### src/rtl/comb_sweep_pkg.sv
// Shared types, default constants and the MISR step function for the
// exhaustive-sweep sequencer.
package comb_sweep_pkg;

    typedef enum logic [1:0] {
        IDLE    = 2'd0,
        SETTLE  = 2'd1,
        CAPTURE = 2'd2,
        DONE    = 2'd3
    } state_e;

    localparam logic [31:0] DEF_POLY = 32'h04C1_1DB7;
    localparam logic [31:0] DEF_SEED = 32'hFFFF_FFFF;

    // One MISR step: shift left, apply the feedback polynomial when the
    // outgoing bit is set, then fold in the response word.
    function automatic logic [31:0] misr_next(input logic [31:0] sig,
                                              input logic [31:0] din,
                                              input logic [31:0] poly);
        return {sig[30:0], 1'b0} ^ (sig[31] ? poly : 32'h0) ^ din;
    endfunction

endpackage

### src/rtl/sweep_misr.sv
// Signature register for the sweep sequencer. Loads SEED on request and
// advances one MISR step per shift-enable, folding in the given word.
module sweep_misr
    import comb_sweep_pkg::*;
#(
    parameter int              SIG_W = 32,
    parameter logic [SIG_W-1:0] POLY = SIG_W'(DEF_POLY),
    parameter logic [SIG_W-1:0] SEED = SIG_W'(DEF_SEED)
) (
    input  logic             clk,
    input  logic             rst_n,
    input  logic             load,
    input  logic             shift_en,
    input  logic [SIG_W-1:0] din,
    output logic [SIG_W-1:0] signature
);

    logic [SIG_W-1:0] sig_next;

    // The package helper is fixed at 32 bits; other widths use the same
    // recurrence written out generically.
    if (SIG_W == 32) begin : g_pkg_step
        assign sig_next = misr_next(signature, din, POLY);
    end else begin : g_generic_step
        assign sig_next = {signature[SIG_W-2:0], 1'b0}
                        ^ (signature[SIG_W-1] ? POLY : '0)
                        ^ din;
    end

    // Signature register: reset and load both return to SEED.
    always_ff @(posedge clk or negedge rst_n) begin
        if (!rst_n) begin
            signature <= SEED;
        end else if (load) begin
            signature <= SEED;
        end else if (shift_en) begin
            signature <= sig_next;
        end
    end

endmodule

### src/rtl/comb_sweep_ctrl.sv
// Exhaustive-sweep sequencer: applies every input vector to a flat
// combinational netlist, holds each for SETTLE_CYCLES, then folds the
// response into a MISR signature. Start/done/abort handshake to the host.
// Optional macro SIG_EXPECT_EN adds sig_expected input and pass output.
module comb_sweep_ctrl
    import comb_sweep_pkg::*;
#(
    parameter int               NUM_IN        = 11,
    parameter int               NUM_OUT       = 30,
    parameter int               SIG_W         = 32,
    parameter logic [SIG_W-1:0] POLY          = SIG_W'(DEF_POLY),
    parameter logic [SIG_W-1:0] SEED          = SIG_W'(DEF_SEED),
    parameter int               SETTLE_CYCLES = 1
) (
    input  logic               clk,
    input  logic               rst_n,
    input  logic               start,
    input  logic               abort,
    output logic               busy,
    output logic               done,
    output logic               aborted,
    output logic [NUM_IN-1:0]  dut_in,
    input  logic [NUM_OUT-1:0] dut_out,
    output logic [SIG_W-1:0]   signature,
    output logic [NUM_IN-1:0]  vec_idx
`ifdef SIG_EXPECT_EN
    ,
    input  logic [SIG_W-1:0]   sig_expected,
    output logic               pass
`endif
);

    // A single-cycle settle still needs a one-bit counter that stays at 0.
    localparam int CNT_W = (SETTLE_CYCLES > 1) ? $clog2(SETTLE_CYCLES) : 1;
    localparam logic [CNT_W-1:0] SETTLE_RELOAD = CNT_W'(SETTLE_CYCLES - 1);

    state_e           state;
    state_e           next_state;
    logic [CNT_W-1:0] settle_cnt;
    logic             accept_start;
    logic             do_abort;
    logic             capture;
    logic             last_vec;
    logic [SIG_W-1:0] fold;

    assign last_vec = (vec_idx == '1);
    assign busy     = (state == SETTLE) || (state == CAPTURE);
    assign done     = (state == DONE);

    // Zero-extend the DUT response to the signature width.
    always_comb begin
        fold                = '0;
        fold[NUM_OUT-1:0]   = dut_out;
    end

    // State register.
    always_ff @(posedge clk or negedge rst_n) begin
        if (!rst_n) begin
            state <= IDLE;
        end else begin
            state <= next_state;
        end
    end

    // Next-state decode and the one-cycle control strobes for the datapath.
    always_comb begin
        next_state   = state;
        accept_start = 1'b0;
        do_abort     = 1'b0;
        capture      = 1'b0;
        case (state)
            IDLE: begin
                if (start) begin
                    accept_start = 1'b1;
                    next_state   = SETTLE;
                end
            end
            SETTLE: begin
                if (abort) begin
                    do_abort   = 1'b1;
                    next_state = IDLE;
                end else if (settle_cnt == '0) begin
                    next_state = CAPTURE;
                end
            end
            CAPTURE: begin
                if (abort) begin
                    do_abort   = 1'b1;
                    next_state = IDLE;
                end else begin
                    capture    = 1'b1;
                    next_state = last_vec ? DONE : SETTLE;
                end
            end
            DONE: begin
                next_state = IDLE;
            end
            default: begin
                next_state = IDLE;
            end
        endcase
    end

    // Vector counter, registered stimulus, settle counter and abort flag.
    always_ff @(posedge clk or negedge rst_n) begin
        if (!rst_n) begin
            dut_in     <= '0;
            vec_idx    <= '0;
            aborted    <= 1'b0;
            settle_cnt <= '0;
        end else if (accept_start) begin
            dut_in     <= '0;
            vec_idx    <= '0;
            aborted    <= 1'b0;
            settle_cnt <= SETTLE_RELOAD;
        end else if (do_abort) begin
            aborted    <= 1'b1;
            dut_in     <= '0;
        end else if (capture && !last_vec) begin
            vec_idx    <= vec_idx + NUM_IN'(1);
            dut_in     <= vec_idx + NUM_IN'(1);
            settle_cnt <= SETTLE_RELOAD;
        end else if ((state == SETTLE) && (settle_cnt != '0)) begin
            settle_cnt <= settle_cnt - CNT_W'(1);
        end else if (state == DONE) begin
            dut_in     <= '0;
        end
    end

    sweep_misr #(
        .SIG_W (SIG_W),
        .POLY  (POLY),
        .SEED  (SEED)
    ) u_misr (
        .clk       (clk),
        .rst_n     (rst_n),
        .load      (accept_start),
        .shift_en  (capture),
        .din       (fold),
        .signature (signature)
    );

`ifdef SIG_EXPECT_EN
    logic [SIG_W-1:0] sig_next;

    assign sig_next = {signature[SIG_W-2:0], 1'b0}
                    ^ (signature[SIG_W-1] ? POLY : '0)
                    ^ fold;

    // Verdict is taken on the final capture so it is valid alongside done.
    always_ff @(posedge clk or negedge rst_n) begin
        if (!rst_n) begin
            pass <= 1'b0;
        end else if (accept_start) begin
            pass <= 1'b0;
        end else if (capture && last_vec) begin
            pass <= (sig_next == sig_expected);
        end
    end
`endif

endmodule

### config.mk
export PLATFORM = sky130hd
export DESIGN_NAME = comb_sweep_ctrl
export DESIGN_NICKNAME = d
export VERILOG_FILES = /design/src/rtl/comb_sweep_pkg.sv /design/src/rtl/sweep_misr.sv /design/src/rtl/comb_sweep_ctrl.sv
export SDC_FILE = /design/constraint.sdc
export NUM_CORES = 1
export LEC_CHECK = 0
export CAP_MARGIN = 20
export CORE_ASPECT_RATIO = 0.5
export CORE_MARGIN = 1
export CORE_UTILIZATION = 48
export DETAILED_ROUTE_END_ITERATION = 12
export PLACE_DENSITY = 0.8
export SYNTH_ARGS = -nofsm -noshare
export SYNTH_HDL_FRONTEND = slang
export SYNTH_HIERARCHICAL = 1
export SYNTH_SLANG_ARGS = --single-unit
### constraint.sdc
create_clock -name clk -period 2.24 [get_ports clk]
set_clock_uncertainty 0.1 [all_clocks]
set_input_delay 0.336 -clock clk [delete_from_list [all_inputs] [get_ports clk]]
set_output_delay 0.336 -clock clk [all_outputs]
set_load 0.01 [all_outputs]
==> flow_summary_export.csv <==
group,metric,value,unit
clock_tree,clk_pin_slew,50,ps
synth,synth_top_area_share,0.2606,
sta,report.final.setup_viol,0,
placed_design,post-place-ws,156.2,ps
setup_path,endpoint_kind,"output pin",
power_and_ir_drop,power.total,5.627,mW
final_layout,multiInputGateArea,1648,um2
clock_tree,clk_latency,320,ps
power_and_ir_drop,power_leakage,1.931,nW
setup_path,crit_family,"buffers and inverters",
clock_tree,clock_sinks,58,
setup_path,endpoint,"busy",
clock_tree,cts_max_level,3,
clock_tree,cts_tree,"yes",
routing,drc_errors,0,
setup_path,r2r-end,"dut_in[8]",
die,chipHeight,59.98,um
placed_design,place.gp.congestion,0.8671,
global_routing,track_usage,0.2272,
synth,synth_seq_area_share,0.4622,
setup_path,r2r_start,"vec_idx[1]",
sta,period_minus_slack,2143,ps
setup_path,slowest_stage,"clkdlybuf4s50_1",
setup_path,r2r_cells,6,
global_routing,grt-ovfl-total,0,
sta,fmax,466.6,MHz
clock_tree,root_buffer,"clkbuf_16",
final_layout,layout-drive-gt1-share,0.1862,
routing,drtPass1Iterations,5,
die,die_area,7074,um2
setup_path,worstPathArrival,1710,ps
setup_path,worstSetupStartpointType,"flip-flop",
final_layout,seq_area,1491,um2
global_routing,grt_pass1_wl,12.28,mm
setup_path,cp_max_fo,4,
setup_path,slowest_delay,550,ps
sta,tns,0,ps
global_routing,antenna_found_initial,0,
routing,drt_wl_total,7.499,mm
final_layout,nets,411,
synth,syn_area,3227,um2
setup_path,critPathRequiredTime,1800,ps
clock_tree,cts_buffers,9,
synth,syn_inst,272,
sta,timing.final.hold_violations,0,
clock_tree,clk_path_buf_depth,2,
power_and_ir_drop,max-vdd-ir-drop,496.0,uV
routing,antenna_left,0,
die,start_util,0.5137,
setup_path,crit_chain,"inv_1 -> ha_1 -> clkdlybuf4s50_1",
synth,syn_avg_cell_area,11.86,um2
sta,finalMaxSlewViolations,0,
setup_path,r2r_setup_slack,190,ps
final_layout,antenna_cells,0,
routing,drt_iter0_drc,153,
setup_path,crit_type,"flip-flop to output pin",
synth,yosys_register_bits,58,
setup_path,crit_path_start,"state[1]",
outcome,status,"finished, final reports clean",
global_routing,grt_max_degree,67,
die,die_w,118.0,um
flow_run,maxCapViolations,0,
hold_path,hp-class,"flip-flop to flip-flop",
die,ios,91,
placed_design,io_buffers,90,
hold_path,hp-start,"dut_in[4]",
die,core-area,6281,um2
synth,async_flop_share,1.000,
sta,fin_crit_sh,0.9568,
synth,yosysTopAreaCell,"dfstp_2",
synth,ys.warnings.count,6,
power_and_ir_drop,power_density,1224,nW/um2
final_layout,area_growth,42.50,%
sta,rsz0062_at_grt,"false",
setup_path,crit_buf_inv,2,
die,rows,20,
synth,synth_edf_count,0,
setup_path,worst-path-stages,3,
routing,vias,2509,
routing,wl_per_cell,16.16,um
global_routing,grt_pass1_vias,2490,
final_layout,nFillCells,431,
sta,setup_ws,96.68,ps
clock_tree,post-cts-setup-buffers,0,
synth,synthFlopType,"dfstp_2",
placed_design,dp_hpwl,4.816,mm
synth,synth.area.top_cells,"dfstp_2, dfrtp_1, a211o_1, xor2_1, xor3_1",
routing,viasPerCell,5.407,
synth,ys_types,41,
-- cell usage after synthesis, drive strengths merged, types with 5 or more instances --
cell type,count
a211o,32
dfstp,32
nor2b,28
dfrtp,26
xor2,24
xor3,13
nand2,12
a21oi,11
o2bb2ai,9
buf,8
clkbuf,7
nor3,7
ha,6
o21ai,6
or3,6
inv,5
nand3,5
nor2,5
-- cells in the final DEF (no fill, tap or decap), types with 5 or more instances in the layout --
cell	synthesis	final
nor3_1	7	7
xor3_4	5	5
clkdlybuf4s50_1	0	89
clkbuf_16	0	10
or3_1	6	6
nor2b_1	28	28
a21oi_1	11	11
buf_4	2	9
xor2_1	24	24
nand2_1	12	12
o2bb2ai_1	9	9
nor2_1	5	5
xor3_1	8	8
o21ai_0	6	6
inv_1	5	5
dfrtp_1	26	26
dfstp_2	32	32
a211o_1	32	32
ha_1	6	6
-- metal layers --
metal,vias up,part of all wire,track usage
li1,1175,-,-
met1,1257,0.43,0.2855
met2,75,0.52,0.3966
met3,2,0.050,0.06107
met4,0,0.0036,0.06227
met5,-,0,0
-- worst reg2reg max path, cell delays in order (launching register included) --
cell       delay (ps)
dfrtp_1           410
ha_1              300
nand3_2           210
o31a_1            360
a211oi_2          240
buf_4             220
o2bb2ai_1         140
-- final cells by class --
class,instances,share of cell area
well taps,88,0.02395
flip-flops and latches,58,0.3244
repair buffers,102,0.2204
clock inverters,6,0.01361
clock buffers,10,0.05442
multi-input cells,194,0.3584
inverters,6,0.004898
-- metrics by stage --
step / hold WS, ps / utilization / cells / instance area [um2]
4_1_cts: 392.7 / 0.7307 / 464 / 4589
3_3_place_gp: 253.7 / 0.6793 / 447 / 4267
6_report: 391.6 / 0.7321 / 464 / 4598
3_5_place_dp: 270.5 / 0.6793 / 447 / 4267
2_1_floorplan: -59.59 / - / 273 / 3231
5_1_grt: 401.8 / 0.7321 / 464 / 4598
-- logic make-up after synthesis --
logic type / Yosys count / share of synthesized area
xor+xnor: 41 / 0.1776
other cells: 1 / 0.001162
simple gates: 74 / 0.1315
compound gates: 71 / 0.1733
buf+inv: 21 / 0.03102
fa+ha+maj: 6 / 0.02326
flops: 58 / 0.4622
-- what timing repair did --
item                                    CTS  global route
endpoints found under the setup margin    0             3
resized for setup                         0             1
hold buffers                              1             0
endpoints found under the hold margin    26             0
-- where the power goes --
| group | leakage (nW) | total (mW) | switching (mW) | internal, mW |
|---|---|---|---|---|
| sequential | 0.695 | 1.81 | 0.296 | 1.51 |
| clock | 0.154 | 1.41 | 0.481 | 0.925 |
| combinational | 1.08 | 2.41 | 0.930 | 1.48 |
| total | 1.93 | 5.63 | 1.71 | 3.92 |
-- sequential cells by signal, indices dropped and copies added, names as in the netlist --
name / count
u_misr/signature: 32
dut_in: 11
vec_idx: 11
state: 2
aborted: 1
settle_cnt: 1
-- worst min-delay path by stage --
stage                end  slack, ps  depth (start not counted)
6_report       dut_in[4]        390                          1
5_1_grt        dut_in[4]        400                          1
4_1_cts        dut_in[4]        390                          1
3_5_place_dp   dut_in[2]        270                          2
3_3_place_gp   dut_in[2]        250                          2
2_1_floorplan    aborted        -60                          0
(Power assumes the default switching activity.)
